--- config.mk ---
export PLATFORM = sky130hd
export DESIGN_NAME = bresenham_line
export DESIGN_NICKNAME = d
export VERILOG_FILES = /design/src/rtl/bresenham_line.sv
export SDC_FILE = /design/constraint.sdc
export NUM_CORES = 1
export LEC_CHECK = 0
export ABC_CLOCK_PERIOD_IN_PS = 11200
export CORE_MARGIN = 2
export CORE_UTILIZATION = 40
export CTS_CLUSTER_DIAMETER = 50
export DETAILED_ROUTE_END_ITERATION = 10
export PLACE_DENSITY = 0.71
export SETUP_SLACK_MARGIN = 0.1
export SLEW_MARGIN = 15
export SYNTH_ARGS = -nofsm -noshare
export SYNTH_HDL_FRONTEND = slang
export SYNTH_SLANG_ARGS = --single-unit
--- constraint.sdc ---
create_clock -name clk -period 11.2 [get_ports clk]
set_clock_uncertainty 0.1 [all_clocks]
set_input_delay 1.68 -clock clk [delete_from_list [all_inputs] [get_ports clk]]
set_output_delay 1.68 -clock clk [all_outputs]
set_load 0.05 [all_outputs]
--- src/rtl/bresenham_line.sv ---
// bresenham_line: integer Bresenham line walker.
// Latches two endpoints on a start pulse and emits one pixel per accepted
// valid/ready beat, from p toward q inclusive, then pulses done for one cycle.
// Optional build macro BRESEN_CLIP_EN: off-screen points (x>=SCREEN_W or
// y>=SCREEN_H) are stepped over internally without a handshake.
module bresenham_line #(
    parameter int COORD_W  = 10,
    parameter int SCREEN_W = 640,
    parameter int SCREEN_H = 480
) (
    input  logic                   clk,
    input  logic                   n_rst,
    input  logic                   start,
    input  logic [2*COORD_W-1:0]   p,
    input  logic [2*COORD_W-1:0]   q,
    output logic [2*COORD_W-1:0]   pixel,
    output logic                   pixel_valid,
    input  logic                   pixel_ready,
    output logic                   busy,
    output logic                   done
);

    // Error terms need two extra bits: one for sign, one for the 2*err product.
    localparam int EW = COORD_W + 2;

    localparam logic [COORD_W-1:0]   ONE_C  = {{(COORD_W-1){1'b0}}, 1'b1};
    localparam logic signed [EW-1:0] ZERO_E = '0;

    // Reject nonsensical screen extents at elaboration time.
    if (SCREEN_W <= 0 || SCREEN_H <= 0) begin : g_bad_screen
        $error("bresenham_line: SCREEN_W and SCREEN_H must be positive");
    end

    typedef enum logic [1:0] {
        S_IDLE  = 2'd0,
        S_SETUP = 2'd1,
        S_DRAW  = 2'd2,
        S_DONE  = 2'd3
    } state_t;

    state_t                 state_q, state_d;
    logic [COORD_W-1:0]     cur_x_q, cur_x_d;
    logic [COORD_W-1:0]     cur_y_q, cur_y_d;
    logic [COORD_W-1:0]     x1_q, x1_d;
    logic [COORD_W-1:0]     y1_q, y1_d;
    logic signed [EW-1:0]   dx_q, dx_d;
    logic signed [EW-1:0]   dy_q, dy_d;
    logic signed [EW-1:0]   err_q, err_d;
    logic                   sx_neg_q, sx_neg_d;
    logic                   sy_neg_q, sy_neg_d;

    logic                   at_end;
    logic                   on_screen;
    logic                   advance;
    logic signed [EW-1:0]   e2;
    logic                   step_x;
    logic                   step_y;
    logic signed [EW-1:0]   err_step;
    logic signed [EW-1:0]   setup_dx;
    logic signed [EW-1:0]   setup_dy;

    // Absolute difference of two unsigned coordinates as a signed error-width value.
    function automatic logic signed [EW-1:0] abs_diff(input logic [COORD_W-1:0] a,
                                                      input logic [COORD_W-1:0] b);
        logic signed [EW-1:0] d;
        d = $signed({2'b00, a}) - $signed({2'b00, b});
        return (d < ZERO_E) ? -d : d;
    endfunction

    // Per-cycle walk decisions derived from the current position and error term.
    always_comb begin
        at_end   = (cur_x_q == x1_q) && (cur_y_q == y1_q);
`ifdef BRESEN_CLIP_EN
        on_screen = (32'(cur_x_q) < SCREEN_W) && (32'(cur_y_q) < SCREEN_H);
`else
        on_screen = 1'b1;
`endif
        // Off-screen points advance without waiting for the consumer.
        advance  = on_screen ? pixel_ready : 1'b1;
        e2       = err_q <<< 1;
        step_x   = (e2 >= dy_q);
        step_y   = (e2 <= dx_q);
        err_step = err_q + (step_x ? dy_q : ZERO_E) + (step_y ? dx_q : ZERO_E);
        setup_dx = abs_diff(x1_q, cur_x_q);
        setup_dy = -abs_diff(y1_q, cur_y_q);
    end

    // Next-state and datapath update for the IDLE/SETUP/DRAW/DONE sequence.
    always_comb begin
        state_d  = state_q;
        cur_x_d  = cur_x_q;
        cur_y_d  = cur_y_q;
        x1_d     = x1_q;
        y1_d     = y1_q;
        dx_d     = dx_q;
        dy_d     = dy_q;
        err_d    = err_q;
        sx_neg_d = sx_neg_q;
        sy_neg_d = sy_neg_q;

        case (state_q)
            S_IDLE: begin
                if (start) begin
                    // The start point is loaded straight into the walk position.
                    cur_x_d = p[2*COORD_W-1:COORD_W];
                    cur_y_d = p[COORD_W-1:0];
                    x1_d    = q[2*COORD_W-1:COORD_W];
                    y1_d    = q[COORD_W-1:0];
                    state_d = S_SETUP;
                end
            end
            S_SETUP: begin
                dx_d     = setup_dx;
                dy_d     = setup_dy;
                sx_neg_d = !(cur_x_q < x1_q);
                sy_neg_d = !(cur_y_q < y1_q);
                err_d    = setup_dx + setup_dy;
                state_d  = S_DRAW;
            end
            S_DRAW: begin
                if (advance) begin
                    if (at_end) begin
                        state_d = S_DONE;
                    end else begin
                        err_d = err_step;
                        if (step_x) begin
                            cur_x_d = sx_neg_q ? (cur_x_q - ONE_C) : (cur_x_q + ONE_C);
                        end
                        if (step_y) begin
                            cur_y_d = sy_neg_q ? (cur_y_q - ONE_C) : (cur_y_q + ONE_C);
                        end
                    end
                end
            end
            S_DONE: begin
                state_d = S_IDLE;
            end
            default: begin
                state_d = S_IDLE;
            end
        endcase
    end

    // State and walk registers; everything clears on reset.
    always_ff @(posedge clk or negedge n_rst) begin
        if (!n_rst) begin
            state_q  <= S_IDLE;
            cur_x_q  <= '0;
            cur_y_q  <= '0;
            x1_q     <= '0;
            y1_q     <= '0;
            dx_q     <= '0;
            dy_q     <= '0;
            err_q    <= '0;
            sx_neg_q <= 1'b0;
            sy_neg_q <= 1'b0;
        end else begin
            state_q  <= state_d;
            cur_x_q  <= cur_x_d;
            cur_y_q  <= cur_y_d;
            x1_q     <= x1_d;
            y1_q     <= y1_d;
            dx_q     <= dx_d;
            dy_q     <= dy_d;
            err_q    <= err_d;
            sx_neg_q <= sx_neg_d;
            sy_neg_q <= sy_neg_d;
        end
    end

    // Outputs are decoded directly from registered state.
    always_comb begin
        pixel       = {cur_x_q, cur_y_q};
        pixel_valid = (state_q == S_DRAW) && on_screen;
        busy        = (state_q != S_IDLE);
        done        = (state_q == S_DONE);
    end

endmodule

==> out/qor.txt, run 1 <==
Post-Synthesis Cells: 831
F_max: 191 MHz
I/O Pins: 67
Vias/cell: 5.33
Die H: 140 µm
CORE AREA: 0.0181 mm²
# setup viols final: 0
Hold-fix buffers, CTS: 0
GRT Util Overall: 18.2%
First-pass GRT wire length: 28900 µm
Least-Margin Pin Slew: 1.05 ns
Critical R2R Launch: cur_y_q[0]
I/O Buffers: 66
Syn_nets: 975
Commonest non-fill, non-tap cell in the layout: inv_1
Postcts setup bufs: 0
Post-route minimum period: 5.23 ns
Slowest library cell on the worst path: or3_1
Commonest cells after routing, fill and taps aside: inv_1 (86), ha_1 (83), dfrtp_1 (79), a21oi_1 (77), clkdlybuf4s50_1 (65)
CP required: 11.38 ns
Final Hold Vio Count: 0
H-tree lvl count: 3
CTS root buf: clkbuf_16
Post-CTS resize count: 0
Final Cell Area: 0.00866 mm²
Vias in the first global route: 5893
Dpl cells: 1109
EDFF count, synth: 0
Setup TNS: 0 ns
# DRC: 0
CP max FO: 18
Placed Area: 0.00833 mm²
CP bufs+invs: 1
Setup crit start kind: register
Via count: 6000
Slew Viols, Final: 0
Synth async-reset ratio: 100%
Area added between synthesis and finish: 16.5%
Drt first pass iters: 5
Hold Slack: 0.407 ns
Worst slew margin: 30.0%
RSZ-0062 raised after global routing: false
Yosys reg bits: 79
TritonCTS buffer count: 9
Die width: 140 µm
Setup CP Type: register to register
Critical Path Max Stage Delay: 0.53 ns
Total congestion overflow: 0
Initial Utilization: 41.1%
Sequential share of the synthesized area: 26.6%
Number of clock sinks: 79
Die area: 0.0197 mm²
Top cell type's share of synthesized area: 26.6%
Synth Flop Type: dfrtp_1
TritonCTS clock tree: yes
Clock buffer depth: 2
Yosys Warn Count: 0
Synth area leader: dfrtp_1
# rows: 49
CP delay by family, top: compound AO/OA/AOI/OAI gates
Hold_sp: dx_q[11]
Worst Setup SP: cur_y_q[0]
Hold WC Path Type: register to register
Detailed Route Iter0 Violations: 253
Fin cells: 1125
Synth top area cells: dfrtp_1 (27%), ha_1 (14%), xnor2_1 (6.4%)
Diodes inserted: 0
HPWL Detailed: 13600 µm
Most used cell, CP: a21oi_1
Share of layout cells above drive strength 1: 8.59%
Placer Congestion: 0.895
Post-route ant nets: 0
Final wirelength: 17500 µm
Unique masters post-synth: 76
Status: completed
Worst skew pair latency: 0.36 ns
Cell Area, Synth: 0.00744 mm²
Initial antenna violation count: 0
Max-Cap Viols: 0
Crit share post-route: 46.7%
Crit end category: register
Syn Area/Cell: 8.95 µm²
Crit-path cells: ha_1, fa_1, nand2b_1, a21o_1, a211oi_2, or3_1, o21ai_0, xnor2_1, inv_1, ha_1, a21o_1, a21oi_1, o21ai_0, a21oi_1, o21bai_1, a21oi_1, o21bai_1, a21oi_1, xnor2_1, mux2i_1, a21oi_1
Critical path arrival: 5.41 ns
Largest net degree at the start of global routing: 52
WL per Instance: 15.6 µm
Final #Nets: 1035
Register clock-pin slew on the reported worst setup and hold paths: 0.06 ns
[layout make-up]
cell class,count,area (µm²)
Clock buffer,12,256
Clock inverter,4,76.3
Fill cell,1680,9420
Inverter,86,323
Multi-Input combinational cell,643,5040
Sequential cell,79,1980
Tap cell,229,287
Timing Repair Buffer,72,703
[cell usage after synthesis (2+ instances only)]
cell type  instances
inv_1             86
ha_1              84
dfrtp_1           79
a21oi_1           77
nor2_1            60
nand2_1           57
xnor2_1           54
o21ai_0           48
mux2i_1           30
mux2_2            24
a21o_1            16
fa_1              16
o21bai_1          16
clkbuf_1          15
nor2b_1           13
xor2_1            13
and2_1            12
nand3_1           12
o21a_1            10
nand2b_1           8
nor3_1             8
a31oi_1            5
buf_2              5
o21ai_1            5
or3_1              5
nand4_1            4
a2111oi_2          3
a211oi_2           3
and3_1             3
nor4_1             3
o32ai_1            3
xnor2_2            3
buf_1              2
nand3b_1           2
nor4b_1            2
o211ai_1           2
o311ai_1           2
o32a_1             2
xor2_2             2
[final timing paths]
kind / end / slack, ns / cells past startpoint
worst max-delay path: err_q[9] / 5.97 / 21
worst min register to register: dx_q[11] / 0.41 / 2
min in group asynchronous: dx_q[2] / 1.15 / 1
worst min-delay path: dx_q[11] / 0.41 / 2
max in group asynchronous: y1_q[9] / 8.80 / 2
worst max register to register: err_q[9] / 5.97 / 21
[kinds of logic (layout without fill, tap and decap cells)]
family / count (synthesis) / in the layout / share of synthesized area, %
AO/OA/AOI/OAI: 213 / 213 / 18.8
multiplexers: 55 / 55 / 7.87
flip-flops: 79 / 79 / 26.6
AND/OR/NAND/NOR: 202 / 202 / 13.2
adder cells (fa/ha/maj): 100 / 100 / 18.4
buffers and inverters: 109 / 174 / 5.69
XOR/XNOR: 73 / 73 / 9.35
[sequential cells by signal, indices dropped and copies added (netlist names)]
| signal | count |
|---|---|
| state_q | 2 |
| x1_q | 10 |
| y1_q | 10 |
| dy_q | 12 |
| cur_x_q | 10 |
| sx_neg_q | 1 |
| err_q | 11 |
| sy_neg_q | 1 |
| dx_q | 12 |
| cur_y_q | 10 |
[stage by stage]
stage	util, %	worst slack (ns)
global placement	46.1	6.15
floorplan	-	6.37
global route	47.9	5.53
detailed placement	46.1	6.00
CTS	47.9	5.96
finish	47.9	5.97
[worst min-delay path, delay by kind of cell, from the launching register on]
family / cells / cell delay (ns)
buffers and inverters: 1 / 0.07
DFF: 1 / 0.32
and+or+nand+nor: 1 / 0.08
[per-layer routing]
layer	track usage, %	up-vias	share of wire [%]	routed length, µm
met2	30.7	112	47	8230
li1	-	3000	-	-
met4	4.41	0	1.3	229
met1	24.3	2870	48	8330
met5	0	-	0	0
met3	3.42	18	4.1	725
Power of run 1 is not shown: default switching activity piles up to over one toggle a cycle in this logic, so the estimate is an artifact.
==> run 2, diff against run 1 <==
--- a/config.mk
+++ b/config.mk
@@ -5,7 +5,7 @@
 export SDC_FILE = /design/constraint.sdc
 export NUM_CORES = 1
 export LEC_CHECK = 0
-export ABC_CLOCK_PERIOD_IN_PS = 11200
+export ABC_CLOCK_PERIOD_IN_PS = 4890
 export CORE_MARGIN = 2
 export CORE_UTILIZATION = 40
 export CTS_CLUSTER_DIAMETER = 50
==> constraint.sdc (replaced) <==
create_clock -name clk -period 4.89 [get_ports clk]
set_clock_uncertainty 0.1 [all_clocks]
set_input_delay 0.7335 -clock clk [delete_from_list [all_inputs] [get_ports clk]]
set_output_delay 0.7335 -clock clk [all_outputs]
set_load 0.05 [all_outputs]
==> run 2 against run 1 <==
Net effect: first-iteration DRC count up 17%; sequential share of layout area down 0.68 points; die area unchanged; register-to-register slack worse by 5.7 ns; cell count up 1.9%; non-clock buffer count up 21; sequential cell count unchanged; global-route usage up 0.31 points; largest cell class unchanged.
==> out/qor.txt, run 2 (synthesis results as in run 1) <==
H-tree lvl count: 3 (unchanged)
Detailed Route Iter0 Violations: 297 (was 253)
Total congestion overflow: 0 (unchanged)
RSZ-0062 raised after global routing: false (unchanged)
Die H: 140 µm (unchanged)
Slowest library cell on the worst path: fa_1 (was or3_1)
CP max FO: 4 (was 18)
Vias/cell: 5.30 (was 5.33)
R2R Setup Slk: 0.25 ns (was 5.97 ns)
Setup crit start kind: register (unchanged)
Register clock-pin slew on the reported worst setup and hold paths: 0.06 ns (about the same)
Final Cell Area: 0.00893 mm² (was 0.00866 mm²)
First-pass GRT wire length: 29600 µm (was 28900 µm)
Max-Cap Viols: 0 (unchanged)
Commonest non-fill, non-tap cell in the layout: inv_1 (unchanged)
Setup CP Type: register to register (unchanged)
F_max: 216 MHz (was 191 MHz)
Worst slew margin: 32.5% (was 30.0%)
Critical path arrival: 4.81 ns (was 5.41 ns)
Regs by FF count: dx_q x12, dy_q x12, err_q x11 (unchanged)
Initial antenna violation count: 0 (unchanged)
Commonest cells after routing, fill and taps aside: inv_1 (85), ha_1 (82), dfrtp_1 (78), a21oi_1 (69), clkdlybuf4s50_1 (65) (was inv_1 (86), ha_1 (83), dfrtp_1 (79), a21oi_1 (77), clkdlybuf4s50_1 (65))
Status: completed (unchanged)
Critical R2R Launch: dy_q[1] (was cur_y_q[0])
# DRC: 0 (unchanged)
GRT Util Overall: 18.5% (was 18.2%)
Worst r2r dst: err_q[9] (unchanged)
Crit-path cells: inv_2, ha_1, nor2b_1, o21a_1, o21a_1, o21a_1, o21a_1, o21a_1, o2111ai_4, buf_6, a21oi_2, fa_1, ha_4, nor2b_2, o21ai_1, nand2b_1, and2_1, o21ai_1, nand2b_1, a21o_1, a21oi_2, xnor2_1, mux2i_1, a21oi_1 (was ha_1, fa_1, nand2b_1, a21o_1, a211oi_2, or3_1, o21ai_0, xnor2_1, inv_1, ha_1, a21o_1, a21oi_1, o21ai_0, a21oi_1, o21bai_1, a21oi_1, o21bai_1, a21oi_1, xnor2_1, mux2i_1, a21oi_1)
Die area: 0.0197 mm² (unchanged)
R2R cell count: 24 (was 21)
Clock buffer depth: 2 (unchanged)
Final Hold Vio Count: 0 (unchanged)
Die width: 140 µm (unchanged)
TritonCTS clock tree: yes (unchanged)
TritonCTS buffer count: 9 (unchanged)
Most used cell, CP: o21a_1 (was a21oi_1)
Critical Path Max Stage Delay: 0.57 ns (was 0.53 ns)
CTS root buf: clkbuf_16 (unchanged)
I/O Pins: 67 (unchanged)
Crit end category: register (unchanged)
Placed Area: 0.00841 mm² (was 0.00833 mm²)
CP required: 5.06 ns (was 11.38 ns)
Post-route minimum period: 4.64 ns (was 5.23 ns)
Dpl cells: 1119 (was 1109)
Fin cells: 1146 (was 1125)
HPWL Detailed: 13700 µm (was 13600 µm)
Share of layout cells above drive strength 1: 13.2% (was 8.59%)
Worst skew pair latency: 0.35 ns (was 0.36 ns)
Final #Nets: 1056 (was 1035)
Final wirelength: 18100 µm (was 17500 µm)
Diodes inserted: 0 (unchanged)
WL per Instance: 15.8 µm (was 15.6 µm)
Via count: 6077 (was 6000)
Drt first pass iters: 4 (was 5)
I/O Buffers: 66 (unchanged)
# rows: 49 (unchanged)
CORE AREA: 0.0181 mm² (unchanged)
Vias in the first global route: 6040 (was 5893)
Hold WC Path Type: input port to async pin (was register to register)
# setup viols final: 0 (unchanged)
Crit share post-route: 94.8% (was 46.7%)
Least-Margin Pin Slew: 1.01 ns (was 1.05 ns)
Initial Utilization: 41.1% (unchanged)
Largest net degree at the start of global routing: 56 (was 52)
Post-route ant nets: 0 (unchanged)
Number of clock sinks: 79 (unchanged)
Slew Viols, Final: 0 (unchanged)
Area added between synthesis and finish: 20.1% (was 16.5%)
Placer Congestion: 0.905 (was 0.895)
Setup TNS: 0 ns (unchanged)
==> run 2: cell types whose count changed in the layout (fill, tap and decap cells not counted), moves of 3 or more <==
cell     before  now
o21ai_0      48   43
buf_4         7   26
a21oi_2       1    9
xnor2_1      54   51
a21oi_1      77   69
xnor2_2       3    6
o21ai_1       5    8
==> run 2: how the worst max path moves through the flow <==
stage,startpoint,endpoint,cells after the start
2_1_floorplan,cur_y_q[0],err_q[9],23
3_3_place_gp,dy_q[1],err_q[10],22
3_5_place_dp,dy_q[1],err_q[10],22
4_1_cts,dy_q[1],err_q[10],22
5_1_grt,dy_q[1],err_q[9],24
6_report,dy_q[1],err_q[9],24
==> run 2: critical path: cells and delay by family (launching register included) <==
family | cells | cell delay, ns
AND/OR/NAND/NOR | 5 | 0.62
multiplexers | 1 | 0.11
AO/OA/AOI/OAI | 12 | 1.91
flip-flops | 1 | 0.36
buffers and inverters | 2 | 0.20
adder cells (fa/ha/maj) | 3 | 1.07
XOR/XNOR | 1 | 0.17
==> run 2: area by class of cell <==
class                           instances  area (µm²)
Clock buffer                           14         264
Fill cell                            1655        9150
Multi-Input combinational cell        643        5170
Sequential cell                        79        1980
Tap cell                              229         287
Clock inverter                          2        38.8
Inverter                               86         323
Timing Repair Buffer                   93         868
==> run 2: through the flow <==
| stage | hold WS, ns | setup slack, ns | util (%) |
|---|---|---|---|
| floorplan | 0.338 | 0.179 | - |
| global placement | 0.383 | 0.141 | 46.5 |
| detailed placement | 0.398 | 0.111 | 46.5 |
| CTS | 0.373 | 0.108 | 48.2 |
| global route | 0.412 | 0.0110 | 49.4 |
| finish | 0.334 | 0.254 | 49.4 |
==> run 2: metal layers <==
layer	share of wire (%)	GRT usage [%]	vias up
li1	-	-	3045
met1	47	25.3	2871
met2	46	30.2	129
met3	4.0	2.19	32
met4	2.5	7.23	0
met5	0	0	-
==> run 2: timing repair <==
action	CTS	global route
pin swaps	0	29
setup endpoints to repair	1	5
hold buffers	0	0
resized for setup	1	34
setup buffers	0	11
hold endpoints to repair	0	0
Power of run 2 is left out for the same reason.
==> edit, RTL diff (settings of run 2) <==
The option `BRESEN_CLIP_EN` is turned on by a define.
--- a/src/rtl/bresenham_line.sv
+++ b/src/rtl/bresenham_line.sv
@@ -3,6 +3,8 @@
 // valid/ready beat, from p toward q inclusive, then pulses done for one cycle.
 // Optional build macro BRESEN_CLIP_EN: off-screen points (x>=SCREEN_W or
 // y>=SCREEN_H) are stepped over internally without a handshake.
+`define BRESEN_CLIP_EN
+
 module bresenham_line #(
     parameter int COORD_W  = 10,
     parameter int SCREEN_W = 640,
Function: changed (a bounded check fails within 4 cycles, from zero or initial values and one cycle with n_rst low).
==> edit against run 2 <==
Critical path depth is 4 lower; setup slack better by 0.071 ns; area after synthesis is 0.19% higher; via count is 7.8% higher; non-clock buffer count is 1 lower; maximum frequency is 1.5% higher; largest cell class unchanged; sequential cell count stayed put; final area is 0.52% lower; count of clock-buffer cells in the layout is 2 lower; critical endpoint is now err_q[10]$_DFFE_PN0P_; global-route usage is 1.3 points higher; routed wire length is 5.3% higher.
Power is left out: the tool's default activity adds up to more than one toggle a clock period on the data nets, which glitch-free logic cannot reach.
==> edit: results (changes against run 2) <==
{
  "outcome": {"value": "finished clean", "change": "unchanged"},
  "worst-endpoint-arrival": {"value": 4.69, "unit": "ns", "change": "was 4.81 ns"},
  "place.gp.congestion": {"value": 0.9006, "change": "was 0.9050"},
  "synth.top_cells.by_area": {"value": "sky130_fd_sc_hd__dfrtp_1 27%, sky130_fd_sc_hd__ha_1 14%, sky130_fd_sc_hd__a21oi_1 5.8%, sky130_fd_sc_hd__xnor2_1 5.2%, sky130_fd_sc_hd__fa_1 4.3%", "change": "was sky130_fd_sc_hd__dfrtp_1 27%, sky130_fd_sc_hd__ha_1 14%, sky130_fd_sc_hd__xnor2_1 6.4%, sky130_fd_sc_hd__a21oi_1 5.2%, sky130_fd_sc_hd__inv_1 4.3%"},
  "critical_path.reg2reg.startpoint": {"value": "y1_q[0]$_DFFE_PN0P_", "change": "was dy_q[1]$_DFFE_PN0N_"},
  "seq_area_frac_synth": {"value": 0.2653, "change": "was 0.2658"},
  "dr_total_vias": {"value": 6552, "change": "was 6,077"},
  "ys_types": {"value": 74, "change": "was 76"},
  "detailed_placement_wirelength_estimate": {"value": 14.63, "unit": "mm", "change": "was 13.71 mm"},
  "crit_fanout": {"value": 8, "change": "was 4"},
  "syn-num-nets": {"value": 1015, "change": "was 975"},
  "largest_net_degree_at_the_start_of_global_routing": {"value": 48, "change": "was 56"},
  "kind_of_cell_adding_the_most_delay_to_the_critical_path": {"value": "compound AO/OA/AOI/OAI gates", "change": "unchanged"},
  "grt_use_total": {"value": 0.1982, "change": "was 0.1854"},
  "crit_path_max_incr_delay": {"value": 0.50, "unit": "ns", "change": "was 0.57 ns"},
  "first_global_vias": {"value": 6390, "change": "was 6,040"},
  "reg2regPathDepth": {"value": 20, "change": "was 24"},
  "dr.first_iter.drc_count": {"value": 349, "change": "was 297"},
  "design.final.nets": {"value": 1092, "change": "was 1,056"},
  "firstDrtPassIters": {"value": 5, "change": "was 4"},
  "post_route_cells_drive_above_1_share": {"value": 0.1092, "change": "was 0.1320"},
  "synthTopCellsByCount": {"value": "86 x sky130_fd_sc_hd__a21oi_1, 85 x sky130_fd_sc_hd__ha_1, 85 x sky130_fd_sc_hd__inv_1, 79 x sky130_fd_sc_hd__dfrtp_1, 79 x sky130_fd_sc_hd__nor2_1", "change": "was 86 x sky130_fd_sc_hd__inv_1, 84 x sky130_fd_sc_hd__ha_1, 79 x sky130_fd_sc_hd__dfrtp_1, 77 x sky130_fd_sc_hd__a21oi_1, 60 x sky130_fd_sc_hd__nor2_1"},
  "wire_length_of_the_first_global_routing_pass": {"value": 31.62, "unit": "mm", "change": "was 29.57 mm"},
  "end_of_the_worst_register_to_register_path": {"value": "err_q[10]$_DFFE_PN0P_", "change": "was err_q[9]$_DFFE_PN0P_"},
  "worst-slew-pin-transition": {"value": 0.8946, "unit": "ns", "change": "was 1.009 ns"},
  "flow.area_growth_from_synthesis": {"value": 19.26, "unit": "%", "change": "was 20.10%"},
  "wl_per_cell": {"value": 16.16, "unit": "um", "change": "was 15.81 um"},
  "setup.reg_to_reg.worst_slack": {"value": 0.32, "unit": "ns", "change": "was 0.25 ns"}
}
[edit: cell types whose count changed in the layout (fill, tap and decap cells not counted), sizes merged, moves of 7 or more]
cell / delta
a21oi: +7
and2: -8
mux2i: -19
nor2: +18
nor3: +14
o21ai: +7
o21bai: -12
xnor2: -14
[edit: kinds of logic after synthesis]
| family | share of synthesized area |
|---|---|
| AOI/OAI and AO/OA | 0.2029 |
| xor gates and xnor gates | 0.07053 |
| adders and majority gates | 0.1857 |
| buffers and inverters | 0.05777 |
| DFF | 0.2653 |
| muxes | 0.05558 |
| and+or+nand+nor | 0.1622 |
[edit: per-stage QoR]
stage	utilization	instance area [sq um]	hold WS, ns	std cells	setup WS [ns]
2_1_floorplan	-	7451	0.3379	870	0.1247
3_3_place_gp	0.4650	8438	0.3895	1159	0.1335
3_5_place_dp	0.4650	8438	0.3943	1159	0.03251
4_1_cts	0.4828	8761	0.2540	1176	0.09617
5_1_grt	0.4897	8886	0.2755	1181	0.07041
6_report	0.4897	8886	0.2444	1181	0.3247
[edit: metal layers]
metal	global-route usage	part of all wire
met1	0.2714	0.47
met4	0.06316	0.025
met5	0	0
met3	0.03179	0.043
met2	0.3220	0.47
[edit: worst max-delay path by stage]
stage	start	end	slack [ns]	depth (start not counted)
after global routing	cur_y_q[0]$_DFFE_PN0P_	err_q[7]$_DFFE_PN0P_	0.07	20
after floorplan	cur_y_q[0]$_DFFE_PN0P_	err_q[10]$_DFFE_PN0P_	0.12	20
after global placement	err_q[10]$_DFFE_PN0P_	err_q[10]$_DFFE_PN0P_	0.13	19
after detailed placement	cur_y_q[0]$_DFFE_PN0P_	err_q[10]$_DFFE_PN0P_	0.03	20
after CTS	cur_y_q[0]$_DFFE_PN0P_	err_q[10]$_DFFE_PN0P_	0.1	19
final	y1_q[0]$_DFFE_PN0P_	err_q[10]$_DFFE_PN0P_	0.32	20
[edit: area by class of cell]
cell class | count | area [sq um]
fillers | 1702 | 9261
multi-input cells | 679 | 5144
flip-flops and latches | 79 | 1979
repair buffers | 92 | 853.3
inverters | 86 | 322.8
well taps | 229 | 286.5
clock buffers | 12 | 246.5
clock inverters | 4 | 53.80
[edit: timing repair]
action | CTS | global route
pin swaps | 0 | 6
gates resized for setup | 2 | 20
setup buffers | 1 | 5
endpoints found under the setup margin | 2 | 4
